**src/rtl/seg_scan_595_if.sv**
```systemverilog
// Display bus between a host and seg_scan_595: value/sign/points/enable in, 595 serial lines out.
// The dim field exists only when SEG_DIM_EN is defined.
interface seg_scan_595_if #(
  parameter int DIGITS = 6,
  parameter int DATA_W = 20
);
  logic [DATA_W-1:0] data;
  logic [DIGITS-1:0] point;
  logic              sign;
  logic              seg_en;
  logic              shcp;
  logic              stcp;
  logic              ds;
  logic              oe;
  logic              frame_start;
`ifdef SEG_DIM_EN
  logic [3:0]        dim;
  modport master (output data, point, sign, seg_en, dim,
                  input  shcp, stcp, ds, oe, frame_start);
  modport slave  (input  data, point, sign, seg_en, dim,
                  output shcp, stcp, ds, oe, frame_start);
`else
  modport master (output data, point, sign, seg_en,
                  input  shcp, stcp, ds, oe, frame_start);
  modport slave  (input  data, point, sign, seg_en,
                  output shcp, stcp, ds, oe, frame_start);
`endif
endinterface

```
**src/rtl/seg_scan_595.sv**
```systemverilog
// Multiplexed DIGITS-digit 7-segment scanner: frame snapshot, serial double-dabble, blanking/sign/overflow, 74HC595 shift-out.
// Optional SEG_DIM_EN adds a 4-bit dim input that gates oe for a fraction of each digit slot.
module seg_scan_595 #(
  parameter int DIGITS    = 6,
  parameter int DATA_W    = 20,
  parameter int SCAN_CYC  = 50000,
  parameter int SHCP_HALF = 2
) (
  input  logic           sys_clk,
  input  logic           sys_rst,
  seg_scan_595_if.slave  bus
);

  localparam int WW = DIGITS + 8;
  localparam int CW = $clog2(SCAN_CYC);
  localparam int IW = (DIGITS > 1) ? $clog2(DIGITS) : 1;
  localparam int TW = $clog2(2 * SHCP_HALF) + 1;
  localparam int BW = $clog2(WW);
  localparam int NW = $clog2(DATA_W);
  localparam logic [63:0] MAXV = 64'(10 ** DIGITS) - 64'd1;

  localparam logic [2:0] S_IDLE  = 3'd0;
  localparam logic [2:0] S_CONV  = 3'd1;
  localparam logic [2:0] S_BLANK = 3'd2;
  localparam logic [2:0] S_LOAD  = 3'd3;
  localparam logic [2:0] S_SHIFT = 3'd4;
  localparam logic [2:0] S_LATCH = 3'd5;

  logic [CW-1:0]       cnt;
  logic [IW-1:0]       dig;
  logic [2:0]          state;
  logic [DATA_W-1:0]   bin;
  logic [4*DIGITS-1:0] bcd, bcd_adj;
  logic [DIGITS-1:0]   point_q;
  logic                sign_q, en_q, ovf_val;
  logic [NW-1:0]       conv_n;
  logic [7:0]          segs     [DIGITS];
  logic [7:0]          seg_next [DIGITS];
  logic [WW-1:0]       sreg, word;
  logic [DIGITS-1:0]   sel;
  logic [BW-1:0]       bitc;
  logic [TW-1:0]       tmr;
  logic [IW-1:0]       msd;
  logic                ovf, frame_go, oe_next;

  function automatic logic [7:0] numeral(input logic [3:0] d);
    case (d)
      4'd0:    return 8'hC0;
      4'd1:    return 8'hF9;
      4'd2:    return 8'hA4;
      4'd3:    return 8'hB0;
      4'd4:    return 8'h99;
      4'd5:    return 8'h92;
      4'd6:    return 8'h82;
      4'd7:    return 8'hF8;
      4'd8:    return 8'h80;
      4'd9:    return 8'h90;
      default: return 8'hFF;
    endcase
  endfunction

  assign frame_go = (cnt == '0) && (dig == '0);

  always_comb begin
    bcd_adj = bcd;
    for (int i = 0; i < DIGITS; i++)
      if (bcd[4*i +: 4] >= 4'd5) bcd_adj[4*i +: 4] = bcd[4*i +: 4] + 4'd3;
  end

  // msd stays 0 for a zero value so digit 0 always shows a numeral
  always_comb begin
    msd = '0;
    for (int i = 1; i < DIGITS; i++)
      if (bcd[4*i +: 4] != 4'd0) msd = IW'(i);
    ovf = ovf_val | (sign_q & (msd == IW'(DIGITS - 1)));
  end

  always_comb begin
    for (int k = 0; k < DIGITS; k++) begin
      seg_next[k] = 8'hFF;
      if (en_q) begin
        if (ovf)                                   seg_next[k] = 8'hBF;
        else if (k <= int'(msd))                   seg_next[k] = numeral(bcd[4*k +: 4]);
        else if (sign_q && (k == int'(msd) + 1))   seg_next[k] = 8'hBF;
        if (point_q[k]) seg_next[k][7] = 1'b0;
      end
    end
  end

  always_comb begin
    sel      = '0;
    sel[dig] = 1'b1;
    word     = {sel, segs[dig]};
  end

`ifdef SEG_DIM_EN
  logic [3:0]  dim_q, dim_eff;
  logic [31:0] thr;

  always_comb begin
    dim_eff = frame_go ? bus.dim : dim_q;
    thr     = ((32'(dim_eff) + 32'd1) * 32'(SCAN_CYC)) >> 4;
    oe_next = (32'(cnt) >= thr);
  end

  always_ff @(posedge sys_clk or posedge sys_rst) begin
    if (sys_rst)       dim_q <= '0;
    else if (frame_go) dim_q <= bus.dim;
  end
`else
  assign oe_next = 1'b0;
`endif

  always_ff @(posedge sys_clk or posedge sys_rst) begin
    if (sys_rst) begin
      cnt             <= '0;
      dig             <= '0;
      state           <= S_IDLE;
      bin             <= '0;
      bcd             <= '0;
      point_q         <= '0;
      sign_q          <= 1'b0;
      en_q            <= 1'b0;
      ovf_val         <= 1'b0;
      conv_n          <= '0;
      sreg            <= '0;
      bitc            <= '0;
      tmr             <= '0;
      for (int k = 0; k < DIGITS; k++) segs[k] <= 8'hFF;
      bus.shcp        <= 1'b0;
      bus.stcp        <= 1'b0;
      bus.ds          <= 1'b0;
      bus.oe          <= 1'b1;
      bus.frame_start <= 1'b0;
    end else begin
      bus.frame_start <= 1'b0;
      bus.oe          <= oe_next;

      if (cnt == CW'(SCAN_CYC - 1)) begin
        cnt <= '0;
        dig <= (dig == IW'(DIGITS - 1)) ? '0 : dig + 1'b1;
      end else begin
        cnt <= cnt + 1'b1;
      end

      if (cnt == '0) begin
        if (dig == '0) begin
          bin             <= bus.data;
          point_q         <= bus.point;
          sign_q          <= bus.sign;
          en_q            <= bus.seg_en;
          ovf_val         <= (64'(bus.data) > MAXV);
          bcd             <= '0;
          conv_n          <= '0;
          bus.frame_start <= 1'b1;
          state           <= S_CONV;
        end else begin
          state <= S_LOAD;
        end
      end else begin
        case (state)
          S_CONV: begin
            {bcd, bin} <= {bcd_adj, bin} << 1;
            conv_n     <= conv_n + 1'b1;
            if (conv_n == NW'(DATA_W - 1)) state <= S_BLANK;
          end
          S_BLANK: begin
            segs  <= seg_next;
            state <= S_LOAD;
          end
          S_LOAD: begin
            sreg     <= word;
            bus.ds   <= word[WW-1];
            bus.shcp <= 1'b0;
            tmr      <= '0;
            bitc     <= '0;
            state    <= S_SHIFT;
          end
          S_SHIFT: begin
            // ds only moves on the falling shcp edge so it is stable at every rising edge
            tmr <= tmr + 1'b1;
            if (tmr == '0) bus.shcp <= 1'b1;
            if (tmr == TW'(SHCP_HALF)) begin
              bus.shcp <= 1'b0;
              bus.ds   <= sreg[WW-2];
              sreg     <= {sreg[WW-2:0], 1'b0};
            end
            if (tmr == TW'(2 * SHCP_HALF - 1)) begin
              tmr <= '0;
              if (bitc == BW'(WW - 1)) state <= S_LATCH;
              else                     bitc  <= bitc + 1'b1;
            end
          end
          S_LATCH: begin
            tmr <= tmr + 1'b1;
            if (tmr == '0) bus.stcp <= 1'b1;
            if (tmr == TW'(SHCP_HALF)) begin
              bus.stcp <= 1'b0;
              bus.ds   <= 1'b0;
              state    <= S_IDLE;
            end
          end
          default: state <= S_IDLE;
        endcase
      end
    end
  end

endmodule

```
**src/flat_wrapper.sv**
```systemverilog
// flat-port wrapper written by rule: the top's interface ports become plain ports
module seg_scan_595_flat 
#(
  parameter int DIGITS    = 6,
  parameter int DATA_W    = 20,
  parameter int SCAN_CYC  = 50000,
  parameter int SHCP_HALF = 2
)
  (sys_clk, sys_rst, bus_data, bus_point, bus_sign, bus_seg_en, bus_shcp, bus_stcp, bus_ds, bus_oe, bus_frame_start);
  seg_scan_595_if #(.DIGITS(DIGITS), .DATA_W(DATA_W)) bus_i ();
  input  logic sys_clk;
  input  logic sys_rst;
  input wire logic [$bits(bus_i.data)-1:0] bus_data;
  input wire logic [$bits(bus_i.point)-1:0] bus_point;
  input wire logic [$bits(bus_i.sign)-1:0] bus_sign;
  input wire logic [$bits(bus_i.seg_en)-1:0] bus_seg_en;
  output wire logic [$bits(bus_i.shcp)-1:0] bus_shcp;
  output wire logic [$bits(bus_i.stcp)-1:0] bus_stcp;
  output wire logic [$bits(bus_i.ds)-1:0] bus_ds;
  output wire logic [$bits(bus_i.oe)-1:0] bus_oe;
  output wire logic [$bits(bus_i.frame_start)-1:0] bus_frame_start;
  assign bus_i.data = bus_data;
  assign bus_i.point = bus_point;
  assign bus_i.sign = bus_sign;
  assign bus_i.seg_en = bus_seg_en;
  assign bus_shcp = bus_i.shcp;
  assign bus_stcp = bus_i.stcp;
  assign bus_ds = bus_i.ds;
  assign bus_oe = bus_i.oe;
  assign bus_frame_start = bus_i.frame_start;
  seg_scan_595 #(.DIGITS(DIGITS), .DATA_W(DATA_W), .SCAN_CYC(SCAN_CYC), .SHCP_HALF(SHCP_HALF)) u_core (.sys_clk(sys_clk), .sys_rst(sys_rst), .bus(bus_i));
endmodule
```
**config.mk**
```make
export PLATFORM = sky130hd
export DESIGN_NAME = seg_scan_595_flat
export DESIGN_NICKNAME = d
export VERILOG_FILES = /design/src/rtl/seg_scan_595_if.sv /design/src/rtl/seg_scan_595.sv /design/src/flat_wrapper.sv
export SDC_FILE = /design/constraint.sdc
export NUM_CORES = 1
export LEC_CHECK = 0
export ABC_AREA = 1
export CAP_MARGIN = 20
export CORE_ASPECT_RATIO = 0.9
export CORE_MARGIN = 10
export CORE_UTILIZATION = 45
export DETAILED_ROUTE_END_ITERATION = 16
export PLACE_DENSITY_LB_ADDON = 0.2
export SLEW_MARGIN = 20
export SYNTH_ARGS = -nofsm -noshare
export SYNTH_HDL_FRONTEND = slang
export SYNTH_SLANG_ARGS = --single-unit
```
**constraint.sdc**
```tcl
create_clock -name sys_clk -period 5.8 [get_ports sys_clk]
set_clock_uncertainty 0.15 [all_clocks]
set_input_delay 1.16 -clock sys_clk [delete_from_list [all_inputs] [get_ports sys_clk]]
set_output_delay 1.16 -clock sys_clk [all_outputs]
set_load 0.05 [all_outputs]
```
==> impl_metrics.tcl, run 1 <==
set metrics [dict create \
    finalHoldViolations 0 \
    final_nets 1176 \
    crit_required_ps 5970 \
    yosysSeqAreaShare_pct 45.18 \
    peakVddDrop_uv 278.2 \
    synth_seq_cells 153 \
    die_area_um2 25080 \
    drt-vias-per-instance 5.377 \
    synth-main-ff-cell "dfrtp_1" \
    hold_path_class "register to register" \
    cp_data_arrival_time_ps 3680 \
    min_from "u_core.point_q[4]" \
    worst_pin_slew_ps 957.6 \
    r2r_setup_slack_ps 2290 \
    cpPeakStageDelay_ps 830 \
    first_iter_violations 582 \
    setup_slack_ps 2290 \
    die_x_um 165.8 \
    num-fill-cells 1796 \
    antenna_found_initial 0 \
    holdWs_ps 284.3 \
    total_power_mw 3.812 \
    diodes 0 \
    grt_setup_unrepaired "false" \
    drc 0 \
    port_buffers 34 \
    clk_pin_slew_worst_paths_ps 60 \
    routedWlPerCell_um 15.81 \
    start_util_pct 46.34 \
    h-tree-depth 4 \
    place_congestion 0.8926 \
    die_h_um 151.2 \
    hpwl_um 15160 \
    track_usage_pct 17.37 \
    cts_hold_buffers 0 \
    clk_latency_ps 430 \
    cts_resized 0 \
    worstSetupEndpointType "register" \
    r2r_start "u_core.cnt[0]" \
    cap_violations 0 \
    grt_pass1_vias 7083 \
    grt_pass1_wl_um 36310 \
    min_path_cells 1 \
    cp_max_fo 37 \
    cts_root_buf "clkbuf_16" \
    synth_edf_count 0 \
    routed_wl_um 21530 \
    slew_headroom_pct 35.57 \
    outcome "finished clean" \
    cts_tree "done" \
    ff_latch_area_um2 3890 \
    cts_buffers 17 \
    multiInputGateArea_um2 4053 \
    synth_async_sr_flop_share_pct 100.0 \
    ios 35 \
    critical_path.top_delay_family "simple AND/OR/NAND/NOR gates" \
    syn_area_per_cell_um2 7.995 \
    cts_setup_buffers 0 \
    hold_end "u_core.segs[15]" \
    crit_top_cell "nor2_1" \
    clock.fmax_mhz 284.9 \
    yosysWarnings 0 \
    firstDrtPassIters 6 \
    syn2layout_area_growth_pct 12.41 \
    timing.final.crit_period_ps 3510 \
    placed_area_um2 9091 \
    core_area_um2 18580 \
    leakage_nw 4.484 \
    antenna_left 0 \
    grt_max_degree 85 \
    power_density_nw_per_um2 393.9 \
    layout_commonest_cell "nand2_1" \
    dp.cells 1330 \
    dp_slack_ps 2340 \
    r2r_cells 10 \
    stdcell_area_um2 9679 \
    netlist_instances 1077 \
    layout-drive-gt1-share_pct 10.38 \
    row_count 47 \
    crit_chain "inv_1 > ha_1 > nand3_1 > nor2_1 > nand2_4 > nand2_2 > nor2_1 > nand2_1 > nor2_1 > a22oi_1" \
    layout_common_cells "nand2_1 (230), nor2_1 (131), inv_1 (115)" \
    clock_path_buffers 2 \
    crit_type "register to register" \
    cts_num_sinks 153 \
    slew_violations 0 \
    path_buf_inv 1 \
    fin_crit_sh_pct 60.52 \
    synth_fp_nets 1149 \
    setup_viol 0 \
    fin_cells 1362 \
    dr_total_vias 7323 \
    overflow 0 \
    utilization_pct 52.09 \
    fin_tns_setup_ps 0 \
    ys_types 48 \
    cp_slowest_cell "nor2_1" \
    mappedNetlistArea_um2 8611 \
    crit_path_start_kind "register" \
    reg2reg_to "u_core.segs[36]" \
]
[report_power, final]
group | internal, mW | total [mW] | switching, mW
logic | 0.413 | 1.16 | 0.744
clock network | 0.649 | 1.12 | 0.467
registers | 1.36 | 1.54 | 0.181
total | 2.42 | 3.81 | 1.39
[flip-flops by register name, summed over array words and instances (netlist names), 3 cells and up]
signal / flops
u_core.point_q: 6
u_core.segs: 48
u_core.dig: 3
u_core.bin: 20
u_core.bitc: 4
u_core.bcd: 24
u_core.cnt: 16
u_core.sreg: 13
u_core.state: 3
u_core.conv_n: 5
u_core.tmr: 3
[synth_stat cells (2+ instances only)]
master    number  share of area [%]
nor3_1        20                1.2
dfstp_2       49                 15
o21a_1         3               0.26
nand4_1       18                1.3
inv_2          8               0.35
clkbuf_1       7               0.31
ha_1          42                6.1
buf_2         11               0.64
nor2_4         3               0.39
dfrtp_1      104                 30
o32ai_1        2               0.20
a31oi_1       31                2.3
nand2_1      230                 10
o211ai_1       5               0.44
a22oi_1       22                1.9
a211oi_1       5               0.44
o21ai_1       23                1.3
nand3_1       44                2.6
nor4_1         3               0.22
o21ai_0       69                4.0
a21oi_1       57                3.3
nor2_2         5               0.36
inv_1        116                5.1
o22ai_1       11               0.80
clkinv_1       3               0.13
nand2_4        4               0.52
or2_2          6               0.44
nand2_2        4               0.29
nor3b_1        2               0.17
buf_6          7               0.92
nor2_1       131                5.7
xor2_1        16                1.6
[final cells by class]
cell class              count  share of cell area [%]
multi-input cells         768                   41.87
clock buffers              19                   4.576
clock inverters            13                   1.499
well taps                 245                   3.167
flip-flops and latches    153                   40.19
repair buffers             36                   3.671
inverters                 128                   5.028
[cell families after synthesis]
kind of cell,share of synthesized area [%]
and+or+nand+nor,23.16
AOI/OAI and AO/OA,16.03
buffers and inverters,7.759
DFF,45.18
adders and majority gates,6.103
xor gates and xnor gates,1.729
other,0.04355
[routing by layer]
metal / global-route usage [%] / vias to the layer above / routed length [um]
li1: - / 3633 / -
met1: 24.66 / 3493 / 10870
met2: 26.70 / 167 / 9464
met3: 2.798 / 30 / 845
met4: 5.088 / 0 / 349
met5: 0 / - / 0
[worst max path at each step]
stage | slack (ps) | endpoint | startpoint | depth (start not counted)
6_report | 2290 | u_core.segs[36] | u_core.cnt[0] | 10
2_1_floorplan | 450 | u_core.bcd[0] | sys_rst | 1
3_3_place_gp | 2440 | u_core.segs[36] | u_core.cnt[0] | 10
4_1_cts | 2310 | u_core.segs[36] | u_core.cnt[0] | 10
5_1_grt | 2040 | u_core.segs[37] | u_core.cnt[0] | 10
3_5_place_dp | 2340 | u_core.segs[36] | u_core.cnt[0] | 10
No activity file was read; power rests on OpenSTA's default activity.
==> run 2, diff against run 1 <==
==> constraint.sdc (replaced) <==
create_clock -name sys_clk -period 3.1 [get_ports sys_clk]
set_clock_uncertainty 0.15 [all_clocks]
set_input_delay 0.62 -clock sys_clk [delete_from_list [all_inputs] [get_ports sys_clk]]
set_output_delay 0.62 -clock sys_clk [all_outputs]
set_load 0.05 [all_outputs]
==> impl_metrics.tcl, run 2 (synthesis results as in run 1) <==
set metrics [dict create \
    hold_end "u_core.segs[31]" \
    top_usage_layer "met2" \
    die_x_um 165.8 \
    cts_hold_buffers 0 \
    peakVddDrop_uv 373.7 \
    cap_violations 0 \
    place_congestion 0.9027 \
    cts_num_sinks 153 \
    first_iter_violations 617 \
    r2r_setup_slack_ps 290 \
    fin_cells 1369 \
    hold_path_class "register to register" \
    drt-vias-per-instance 5.336 \
    routedWlPerCell_um 15.74 \
    grt_setup_unrepaired "false" \
    worst_pin_slew_ps 932.5 \
    crit_type "register to register" \
    cts_buffers 17 \
    track_usage_pct 17.28 \
    clk_pin_slew_worst_paths_ps 70 \
    clock.fmax_mhz 355.3 \
    grt_pass1_vias 6733 \
    slew_headroom_pct 37.26 \
    port_buffers 34 \
    reg2reg_to "u_core.segs[37]" \
    firstDrtPassIters 7 \
    cts_setup_buffers 0 \
    slew_violations 0 \
    r2r_start "u_core.cnt[0]" \
    routed_wl_um 21550 \
    top_register "u_core.segs" \
    largest_reg_flops 48 \
    leakage_nw 4.546 \
    grt_max_degree 77 \
    setup_viol 0 \
    ios 35 \
    grt_pass1_wl_um 35560 \
    syn2layout_area_growth_pct 14.15 \
    clock_path_buffers 2 \
    layout-drive-gt1-share_pct 11.03 \
    die_h_um 151.2 \
    power_density_nw_per_um2 742.3 \
    fin_crit_sh_pct 90.80 \
    use_met3_pct 3.912 \
    timing.final.crit_period_ps 2815 \
    cp_max_fo 13 \
    dr_total_vias 7305 \
    stdcell_area_um2 9829 \
    antenna_left 0 \
    hpwl_um 15570 \
    overflow 0 \
    cts_tree "done" \
    drc 0 \
    num-fill-cells 1785 \
    fin_tns_setup_ps 0 \
    row_count 47 \
    largestRegisters "u_core.segs (48), u_core.bcd (24), u_core.bin (20)" \
    worstSetupEndpointType "register" \
    outcome "finished clean" \
    diodes 0 \
    cp_data_arrival_time_ps 3020 \
    r2r_cells 10 \
    h-tree-depth 4 \
    die_area_um2 25080 \
    min_path_cells 1 \
    final_nets 1183 \
    layout_commonest_cell "nand2_1" \
    crit_path_start_kind "register" \
    crit_required_ps 3300 \
    clk_latency_ps 430 \
    placed_area_um2 9193 \
    core_area_um2 18580 \
    dp.cells 1337 \
    grtUsageMet1_pct 24.16 \
    min_from "u_core.point_q[2]" \
    cts_root_buf "clkbuf_16" \
    layout_common_cells "nand2_1 (230), nor2_1 (131), inv_1 (115)" \
    grt_use_met2_pct 26.18 \
    finalHoldViolations 0 \
    antenna_found_initial 1 \
    cts_resized 0 \
    start_util_pct 46.34 \
]
run 2: changes by cell type in the layout (fill, tap and decap cells not counted):
cell	delta
clkbuf_8	-1
bufinv_16	+2
clkinv_4	-2
buf_12	+4
clkinv_2	-2
clkbuf_1	-1
buf_4	+3
clkinvlp_4	+2
inv_6	+2
run 2: layout make-up:
type | count | area [um^2] | share of cell area [%]
inverters | 128 | 485.5 | 4.939
flip-flops and latches | 153 | 3890 | 39.57
clock inverters | 15 | 211.5 | 2.151
clock buffers | 17 | 425.4 | 4.328
repair buffers | 43 | 457.9 | 4.659
well taps | 245 | 306.5 | 3.119
multi-input cells | 768 | 4053 | 41.23
run 2: per-stage QoR:
stage	util, %	total power, mW	hold slack [ps]	setup slack (ps)
6_report	52.90	7.297	282.0	285.2
4_1_cts	52.90	7.309	281.4	339.1
3_3_place_gp	49.47	4.993	271.5	472.5
2_1_floorplan	-	4.404	237.2	439.1
5_1_grt	52.90	7.798	287.8	77.60
3_5_place_dp	49.47	5.003	276.6	377.6
run 2: worst max path at each step:
| stage | slack (ps) | endpoint | start | cells after the start |
|---|---|---|---|---|
| 5_1_grt | 80 | u_core.segs[44] | u_core.cnt[0] | 10 |
| 4_1_cts | 340 | u_core.segs[37] | u_core.cnt[0] | 10 |
| 6_report | 290 | u_core.segs[37] | u_core.cnt[0] | 10 |
| 2_1_floorplan | 440 | u_core.bcd[0] | sys_rst | 1 |
| 3_3_place_gp | 470 | u_core.segs[36] | u_core.cnt[0] | 10 |
| 3_5_place_dp | 380 | u_core.segs[37] | u_core.cnt[0] | 10 |
run 2: power breakdown:
group	switching, mW	total [mW]	internal (mW)
sequential	0.353	2.89	2.54
combinational	1.35	2.13	0.778
clock	0.912	2.28	1.36
total	2.61	7.30	4.68
run 2: routing by layer:
metal  wire length, um  vias up  part of all wire, %
met2              9367      160                   43
met4               315        2                  1.5
met5                 7        -                0.032
li1                  -     3652                    -
met1             10730     3471                   50
met3              1123       20                  5.2
run 2: worst max-delay path, cell delays in order, from the launching register on:
cell and delay [ps]:
dfrtp_1 400, inv_1 60, ha_1 230, nand3_1 90, nor2_1 70, nand2_4 150
nand2_2 210, nor2_1 730, nand2_1 310, nor2_1 240, a22oi_1 90
==> run 3, diff against run 2 <==
--- a/config.mk
+++ b/config.mk
@@ -8,7 +8,7 @@
 export ABC_AREA = 1
 export CAP_MARGIN = 20
 export CORE_ASPECT_RATIO = 0.9
-export CORE_MARGIN = 10
+export CORE_MARGIN = 2
 export CORE_UTILIZATION = 45
 export DETAILED_ROUTE_END_ITERATION = 16
 export PLACE_DENSITY_LB_ADDON = 0.2
==> impl_metrics.tcl, run 3 (synthesis results as in run 1) <==
set metrics [dict create \
    die_x_um 149.8 \
    layout-drive-gt1-share_pct 10.94 \
    firstDrtPassIters 5 \
    dp_slack_ps 642.6 \
    hpwl_um 15290 \
    use_met3_pct 4.680 \
    first_iter_violations 660 \
    clk_latency_ps 430 \
    grt_pass1_wl_um 35780 \
    largest_reg_flops 48 \
    overflow 0 \
    layout_commonest_cell "nand2_1" \
    core_area_um2 18580 \
    num-fill-cells 1779 \
    holdWs_ps 265.0 \
    routedWlPerCell_um 15.49 \
    leakage_nw 4.556 \
    cp_max_fo 26 \
    outcome "finished clean" \
    fin_cells 1369 \
    grt_setup_unrepaired "false" \
    cts_tree "done" \
    drt-vias-per-instance 5.370 \
    largestRegisters "u_core.segs (48), u_core.bcd (24), u_core.bin (20)" \
    port_buffers 34 \
    stdcell_area_um2 9821 \
    cts_num_sinks 153 \
    die_h_um 135.2 \
    routed_wl_um 21210 \
    setup_slack_ps 587.9 \
    syn2layout_area_growth_pct 14.05 \
    worst_pin_slew_ps 738.2 \
    setup_viol 0 \
    multiInputGateArea_um2 4053 \
    hold_path_class "register to register" \
    cp_data_arrival_time_ps 2670 \
    clock_path_buffers 2 \
    slew_headroom_pct 50.33 \
    cts_root_buf "clkbuf_16" \
    track_usage_pct 22.32 \
    final_nets 1183 \
    cap_violations 0 \
    ios 35 \
    crit_required_ps 3260 \
    antenna_left 0 \
    dr_total_vias 7352 \
    cts_buffers 17 \
    peakVddDrop_uv 370.7 \
    crit_path_start_kind "register" \
    drc 0 \
    fin_tns_setup_ps 0 \
    timing.final.crit_period_ps 2512 \
    diodes 0 \
    grt_use_met2_pct 31.66 \
    layout_common_cells "nand2_1 (230), nor2_1 (131), inv_1 (115)" \
    top_register "u_core.segs" \
    die_area_um2 20260 \
    placed_area_um2 9168 \
    grt_pass1_vias 6928 \
    worstSetupEndpointType "register" \
    power_density_nw_per_um2 749.5 \
    cts_setup_buffers 0 \
    ff_latch_area_um2 3890 \
    place_congestion 0.9423 \
    clk_pin_slew_worst_paths_ps 60 \
    total_power_mw 7.361 \
    crit_type "register to register" \
    finalHoldViolations 0 \
    slew_violations 0 \
    start_util_pct 46.34 \
    utilization_pct 52.85 \
    h-tree-depth 4 \
    antenna_found_initial 0 \
    grt_max_degree 98 \
    cts_resized 0 \
    clock.fmax_mhz 398.1 \
    top_usage_layer "met1" \
    fin_crit_sh_pct 81.03 \
    row_count 47 \
    dp.cells 1337 \
    cts_hold_buffers 0 \
    grtUsageMet1_pct 33.95 \
]
-- run 3: changes by cell type in the layout (fill, tap and decap cells not counted), sizes merged --
cell      previous run  this run
clkbuf              17        20
clkinvlp             5         4
bufinv               4         5
inv                129       123
clkinv               5         8
-- run 3: per-layer routing --
| layer | vias up | wire, um |
|---|---|---|
| met5 | - | 0 |
| met4 | 0 | 383 |
| met3 | 26 | 918 |
| met2 | 174 | 8986 |
| met1 | 3495 | 10920 |
| li1 | 3657 | - |
-- run 3: path summary, 6_finish.rpt --
kind	start	endpoint	slack [ps]	cells past startpoint
worst min-delay path	u_core.point_q[2]	u_core.segs[31]	270	1
worst min register to register	u_core.point_q[2]	u_core.segs[31]	270	1
max in group asynchronous	sys_rst	u_core.segs[6]	1690	3
worst max register to register	u_core.state[1]	u_core.sreg[9]	590	8
worst max-delay path	u_core.state[1]	u_core.sreg[9]	590	8
min in group asynchronous	sys_rst	u_core.bcd[1]	330	2
-- run 3: report_power, final --
part / switching, mW / total [mW] / internal, mW / leakage, nW
logic: 1.38 / 2.16 / 0.782 / 2.42
registers: 0.352 / 2.89 / 2.54 / 1.83
clock network: 0.837 / 2.31 / 1.47 / 0.312
total: 2.57 / 7.36 / 4.79 / 4.56
-- run 3: cell type report --
class / count / share of cell area (%)
multi-input cells: 768 / 41.27
flip-flops and latches: 153 / 39.61
inverters: 128 / 4.943
clock buffers: 20 / 4.650
repair buffers: 43 / 4.408
well taps: 245 / 3.121
clock inverters: 12 / 2.000
-- run 3: critical path, cell delays in order, from the launching register on --
cell and delay [ps]:
dfrtp_1 400, nor2_2 190, nand2_2 280, o21ai_0 270, nand2_1 210, a21oi_2 480, inv_2 240, nand2_1 100
o21ai_1 70
